===== config.mk =====
export PLATFORM = sky130hd
export DESIGN_NAME = act_share_arbiter
export DESIGN_NICKNAME = d
export VERILOG_FILES = /design/src/rtl/act_share_arbiter.sv
export SDC_FILE = /design/constraint.sdc
export NUM_CORES = 1
export LEC_CHECK = 0
export BUFFER_PORTS_ARGS = -buffer_cell sky130_fd_sc_hd__buf_2
export CAP_MARGIN = 20
export CORE_AREA = 3 3 138 173
export CTS_CLUSTER_SIZE = 28
export DETAILED_ROUTE_END_ITERATION = 10
export DIE_AREA = 0 0 141 176
export HOLD_SLACK_MARGIN = 0.1
export PLACE_DENSITY = 0.65
export REMOVE_ABC_BUFFERS = 1
export SKIP_CTS_REPAIR_TIMING = 1
export SLEW_MARGIN = 10
export SYNTH_ARGS = -nofsm -noshare
export SYNTH_HDL_FRONTEND = slang
export SYNTH_SLANG_ARGS = --single-unit

===== constraint.sdc =====
create_clock -name clk -period 3.16 [get_ports clk]
set_input_delay 0.158 -clock clk [delete_from_list [all_inputs] [get_ports clk]]
set_output_delay 0.158 -clock clk [all_outputs]
set_load 0.01 [all_outputs]

===== src/rtl/act_share_arbiter.sv =====
// Round-robin sharing of one fixed-latency activation unit between requesters.
// Credit-checked issue, tag pipeline steering, per-requester result FIFOs.
module act_share_arbiter #(
    parameter int DATA_W    = 8,
    parameter int NUM_REQ   = 4,
    parameter int ACT_LAT   = 2,
    parameter int RES_DEPTH = 4
) (
    input  logic                        clk,
    input  logic                        rst_n,
    input  logic [NUM_REQ-1:0]          req_valid,
    input  logic [NUM_REQ*DATA_W-1:0]   req_data,
    output logic [NUM_REQ-1:0]          req_ready,
    output logic                        act_i_valid,
    output logic [DATA_W-1:0]           act_i_data,
    input  logic                        act_o_valid,
    input  logic [DATA_W-1:0]           act_o_data,
    output logic [NUM_REQ-1:0]          res_valid,
    output logic [NUM_REQ*DATA_W-1:0]   res_data,
    input  logic [NUM_REQ-1:0]          res_ready,
    output logic                        busy,
    output logic                        err_tag
);

    localparam int IW = $clog2(NUM_REQ);
    localparam int PW = $clog2(RES_DEPTH);
    localparam int CW = $clog2(RES_DEPTH + 1);

    logic [CW-1:0]     occ_q  [NUM_REQ];
    logic [CW-1:0]     occ_d  [NUM_REQ];
    logic [CW-1:0]     infl_q [NUM_REQ];
    logic [CW-1:0]     infl_d [NUM_REQ];
    logic [PW-1:0]     wptr_q [NUM_REQ];
    logic [PW-1:0]     wptr_d [NUM_REQ];
    logic [PW-1:0]     rptr_q [NUM_REQ];
    logic [PW-1:0]     rptr_d [NUM_REQ];
    logic [DATA_W-1:0] mem_q  [NUM_REQ][RES_DEPTH];

    logic              tag_v_q   [ACT_LAT];
    logic [IW-1:0]     tag_idx_q [ACT_LAT];

    logic [IW-1:0]     rr_q, rr_d;
    logic [IW-1:0]     gnt_idx;
    logic              gnt_vld;
    logic              err_q, err_d;
    logic [NUM_REQ-1:0] elig, wr, pop;
    logic              exit_v;
    logic [IW-1:0]     exit_idx;

    assign exit_v   = tag_v_q[ACT_LAT-1];
    assign exit_idx = tag_idx_q[ACT_LAT-1];

    // Credits come from registered counters only; rst_n gates grants in reset.
    always_comb begin
        elig = '0;
        for (int k = 0; k < NUM_REQ; k++) begin
            elig[k] = rst_n && req_valid[k] &&
                (({1'b0, occ_q[k]} + {1'b0, infl_q[k]}) < (CW+1)'(RES_DEPTH));
        end
    end

    always_comb begin
        int idx;
        idx       = 0;
        gnt_vld   = 1'b0;
        gnt_idx   = '0;
        req_ready = '0;
        for (int i = 0; i < NUM_REQ; i++) begin
            idx = int'(rr_q) + i;
            if (idx >= NUM_REQ) idx = idx - NUM_REQ;
            if (!gnt_vld && elig[idx]) begin
                gnt_vld = 1'b1;
                gnt_idx = IW'(idx);
            end
        end
        if (gnt_vld) req_ready[gnt_idx] = 1'b1;
    end

    assign act_i_valid = gnt_vld;
    assign act_i_data  = gnt_vld ? req_data[gnt_idx*DATA_W +: DATA_W] : '0;

    always_comb begin
        rr_d = rr_q;
        if (gnt_vld) begin
            rr_d = (gnt_idx == IW'(NUM_REQ - 1)) ? '0 : gnt_idx + 1'b1;
        end
    end

    always_comb begin
        err_d = err_q | (exit_v != act_o_valid);
        wr    = '0;
        pop   = '0;
        for (int k = 0; k < NUM_REQ; k++) begin
            wr[k]     = exit_v && act_o_valid && (exit_idx == IW'(k));
            pop[k]    = res_ready[k] && (occ_q[k] != '0);
            occ_d[k]  = occ_q[k] + CW'(wr[k]) - CW'(pop[k]);
            infl_d[k] = infl_q[k] + CW'(req_ready[k])
                      - CW'(exit_v && (exit_idx == IW'(k)));
            wptr_d[k] = wptr_q[k] + PW'(wr[k]);
            rptr_d[k] = rptr_q[k] + PW'(pop[k]);
        end
    end

    always_ff @(posedge clk or negedge rst_n) begin
        if (!rst_n) begin
            rr_q  <= '0;
            err_q <= 1'b0;
            for (int k = 0; k < NUM_REQ; k++) begin
                occ_q[k]  <= '0;
                infl_q[k] <= '0;
                wptr_q[k] <= '0;
                rptr_q[k] <= '0;
            end
            for (int j = 0; j < ACT_LAT; j++) begin
                tag_v_q[j]   <= 1'b0;
                tag_idx_q[j] <= '0;
            end
        end else begin
            rr_q  <= rr_d;
            err_q <= err_d;
            for (int k = 0; k < NUM_REQ; k++) begin
                occ_q[k]  <= occ_d[k];
                infl_q[k] <= infl_d[k];
                wptr_q[k] <= wptr_d[k];
                rptr_q[k] <= rptr_d[k];
            end
            tag_v_q[0]   <= act_i_valid;
            tag_idx_q[0] <= gnt_idx;
            for (int j = 1; j < ACT_LAT; j++) begin
                tag_v_q[j]   <= tag_v_q[j-1];
                tag_idx_q[j] <= tag_idx_q[j-1];
            end
        end
    end

    // Storage needs no reset: heads are masked while a FIFO is empty.
    always_ff @(posedge clk) begin
        for (int k = 0; k < NUM_REQ; k++) begin
            if (wr[k]) mem_q[k][wptr_q[k]] <= act_o_data;
        end
    end

    always_comb begin
        res_valid = '0;
        res_data  = '0;
        busy      = 1'b0;
        for (int k = 0; k < NUM_REQ; k++) begin
            res_valid[k] = (occ_q[k] != '0);
            if (res_valid[k]) res_data[k*DATA_W +: DATA_W] = mem_q[k][rptr_q[k]];
            busy = busy | (occ_q[k] != '0) | (infl_q[k] != '0);
        end
    end

    assign err_tag = err_q;

endmodule


Word-level counts from Yosys, hierarchy flattened
Memory sizes are Yosys's and may differ from the RTL's.
Index checks and enable logic that the tools add are counted.
Widths: inputs -> output; s select.

word-level totals
  input port bits = 51
  memories = 1
  memory bits (writable) = 128
  logic and storage cells = 221
  output and inout bits = 51
  flip-flop bits (word level) = 49

cells by class
  add/sub/neg operators = 36
  shift operators = 1
  order comparisons = 26
  bitwise operators = 16
  reductions and logical operators = 44
  eq/ne operators = 5
  multiplexer cells = 70

memory list
  memory  words  bits a word  rd ports  clocked after memory_dff  write ports  RTL line  text
  mem_q   4      32           4         0                         1            37        logic [DATA_W-1:0] mem_q [NUM_REQ][RES_DEPTH];

operators with widths
  cell                 count
  $mux 32              14
  $mux 8               17
  $lt 32x4->1 const B  4
  $reduce_or 32->1     3
  $bmux 8 s2           4
  $demux 8 s2          4
  $ge 3x3->1 const B   11
  $shiftx 32x6->8      1
  $logic_and 1x1->1    29
  $add 3x1->3          8
  $not 2->3            8
  $reduce_bool 3->1    8
  $sub 3x1->3          8
  $mux 1               17
  $add 2x1->2          8
  $add 3x3->4          4
  $lt 4x3->1 const B   4
  $mux 2               8
  $lt 3x1->1 const B   4
  $sub 3x3->4 const B  3
  $bmux 1 s2           4
  $or 1x1->1           8
  $add 2x2->3 const B  2
  $eq 2x2->1 const B   3
  other kinds (12)     14

Depth between registers and ports, before layout
  word-level depth = 23
  gate-level depth with buffers = 16
  depth with buffers taken out = 14

Worst setup path before layout
OpenSTA, ideal clock, no wires.

  path kind = register to register
  start = register occ_q[11] (netlist bit)
  end = register infl_q[8] (netlist bit)
  setup slack = 65 ps
  cell stages (with the launch flop) = 14
  library setup time = 123 ps
  data arrival time = 2972 ps
  path buffers = 0
  required time = 3037 ps
  cell sequence = dfrtp_1 > ha_1 > nor4b_2 > nand3_1 > nor2_1 > nor2_1 > o21ai_1 > ha_1 > and2_1 > ha_1 > inv_1 > fa_1 > xnor2_1 > xnor2_1

RTL lines
  item                             RTL line  text
  start, declared                  29        logic [CW-1:0] occ_q [NUM_REQ];
  start signal, assigned by index  122       occ_q[k] <= occ_d[k];
  end signal, assigned by index    123       infl_q[k] <= infl_d[k];
  end, declared                    31        logic [CW-1:0] infl_q [NUM_REQ];

==> flow_summary.json <==
{
  "tns_ns": 0,
  "core-area_um2": 22400,
  "ys_seq_area_frac": 0.654,
  "drv_slew": 0,
  "finalSetupViolations": 0,
  "dieArea_um2": 24800,
  "final_core_util": 0.420,
  "fin_nets": 701,
  "drive_gt1_frac": 0.340,
  "die-height_um": 176,
  "insertion_delay_ns": 0.43,
  "drc_errors": 0,
  "finalCriticalPeriod_ns": 2.94,
  "first_global_vias": 4739,
  "fp-row-count": 61,
  "hp-class": "in -> async",
  "synth_top_area_cell": "edfxtp_1",
  "initial_core_util": 0.347,
  "drt-wirelength-per-cell_um": 17.7,
  "grt_max_degree": 23,
  "drtIter0Drc": 147,
  "synthTopCellsByCount": "edfxtp_1 (128), dfrtp_1 (49), inv_1 (39)",
  "status": "complete, no violations",
  "fmax_ghz": 0.340,
  "diodes": 0,
  "cp_cell_sequence": "ha_1 -> nor4b_4 -> nand3_2 -> nor3_2 -> a211oi_4 -> inv_1 -> ha_1 -> and2_1 -> ha_1 -> inv_1 -> fa_1 -> xnor2_1 -> xnor2_1",
  "clockRootBuffer": "clkbuf_16",
  "synth_top_area_frac": 0.496,
  "vias": 4366,
  "ant_nets": 0,
  "first_pass_iters": 4,
  "syn_area_um2": 7750,
  "viasPerCell": 4.85,
  "cpPeakStageDelay_ns": 0.44,
  "cts_tree": "yes",
  "worst_slew_pin_slew_ns": 0.807,
  "ys_warn_count": 0,
  "synth_area_leaders": "edfxtp_1 (50%), dfrtp_1 (16%), mux4_2 (9.3%), ha_1 (6.0%), nor2b_1 (3.0%)",
  "power.density_nw_per_um2": 885,
  "synth_cell_types": 37,
  "rrSetupSlack_ns": 0.22,
  "synth_edf_count": 128,
  "critical_path_class": "reg -> reg",
  "clock_path_buffers": 2,
  "endpoint_kind": "flip-flop",
  "antenna_found_initial": 0,
  "synth_most_common_cell": "edfxtp_1",
  "gp_congestion": 0.819,
  "htreeDepth": 4,
  "worst_clock_skew_ns": 0.00901,
  "totalWireLength_um": 16000,
  "fin_crit_sh": 0.930,
  "syn_area_per_cell_um2": 16.5,
  "hold_viol_final": 0,
  "netlist_instances": 471,
  "numCtsBuffers": 17,
  "dominantRegCellSynth": "edfxtp_1",
  "io_buffers": 101,
  "vdd_drop_max_v": 0.000450,
  "crit_path_frequent_cell": "ha_1",
  "path_clk_slew_ns": 0.07,
  "p_leak_nw": 3.70,
  "areaGrowthSynthToFinish_pct": 21.1,
  "relSlewSlack": 0.460,
  "ys_seq_elements": 177,
  "grtUsageTotal": 0.134,
  "synthArstFlopShare": 0.277,
  "grt_pass1_wl_um": 25200,
  "drv_cap": 0,
  "dp_hpwl_um": 11500,
  "clkSinkCount": 177,
  "ios": 102,
  "cp_max_fo": 5,
  "cpMaxStageDelayCell": "dfrtp_1",
  "arrival_ns": 3.29,
  "grt_overflow": 0,
  "startpoint_type": "flip-flop",
  "required_ns": 3.51,
  "die_w_um": 141
}
worst max-delay path: cells and delay by family, from the launching register on:
| kind | cells | cell delay [ns] |
|---|---|---|
| fa+ha+maj | 4 | 0.93 |
| simple gates | 4 | 0.93 |
| flops | 1 | 0.44 |
| xor+xnor | 2 | 0.32 |
| buf+inv | 2 | 0.15 |
| compound gates | 1 | 0.09 |
final timing paths:
| check | startpoint | to | cells after the start |
|---|---|---|---|
| setup / recovery | occ_q[4] | infl_q[5] | 13 |
| setup reg to reg | occ_q[4] | infl_q[5] | 13 |
| min in group clk | act_o_data[6] | mem_q[2][30] | 1 |
| hold reg to reg | tag_idx_q[2] | exit_idx[0] | 0 |
| max in group asynchronous | rst_n | infl_q[2] | 4 |
| hold / removal | rst_n | occ_q[8] | 2 |
cell type report:
cell class | instances | area [um2]
well taps | 283 | 354
inverters | 39 | 146
flip-flops and latches | 177 | 5070
clock buffers | 17 | 425
clock inverters | 15 | 135
fillers | 2014 | 13000
repair buffers | 128 | 721
multi-input cells | 242 | 2540
placed cells by master, fill, tap and decap left out, types with 11 or more instances in the layout:
cell type,n
edfxtp_1,128
buf_2,101
dfrtp_1,46
inv_1,39
nor2b_1,37
ha_1,35
mux4_2,32
buf_4,23
clkbuf_16,17
xnor2_1,16
mux2i_1,16
nor2_1,11
nand2_1,11
cell families after synthesis:
group / Yosys count / share of synthesized area
AO/OA/AOI/OAI: 19 / 0.0155
XOR/XNOR: 24 / 0.0271
adder cells (fa/ha/maj): 45 / 0.0804
buffers and inverters: 52 / 0.0287
flip-flops: 177 / 0.654
multiplexers: 48 / 0.114
AND/OR/NAND/NOR: 106 / 0.0807
registers in the layout, summed over array words and instances, names as in the netlist:
name and count:
infl_q 12, mem_q 128, exit_idx 2, occ_q 12, err_tag 1, exit_v 1, rptr_q 8, rr_q 2
tag_v_q 1, wptr_q 8, tag_idx_q 2
through the flow:
| stage | power, mW | hold slack, ns | instance area (um2) | worst slack, ns | std cells |
|---|---|---|---|---|---|
| floorplan | 5.17 | -0.138 | 7680 | -0.716 | 458 |
| global placement | 6.11 | 0.0217 | 8680 | 0.157 | 860 |
| detailed placement | 6.25 | 0.0232 | 8680 | 0.0395 | 860 |
| CTS | 8.26 | -0.447 | 9240 | 0.00204 | 892 |
| global route | 8.90 | 0.113 | 9390 | -0.0211 | 901 |
| finish | 8.31 | 0.116 | 9390 | 0.223 | 901 |
routing by layer:
layer,global-route usage,up-vias,routed length [um]
met4,0.0513,0,321
li1,-,2018,-
met1,0.162,2191,6570
met5,0,-,0
met2,0.230,135,8240
met3,0.0331,22,841
power breakdown:
group | internal, mW | switching [mW]
registers | 2.86 | 0.531
clock network | 1.09 | 0.890
logic | 1.54 | 1.40
No activity file was read; power rests on OpenSTA's default activity.
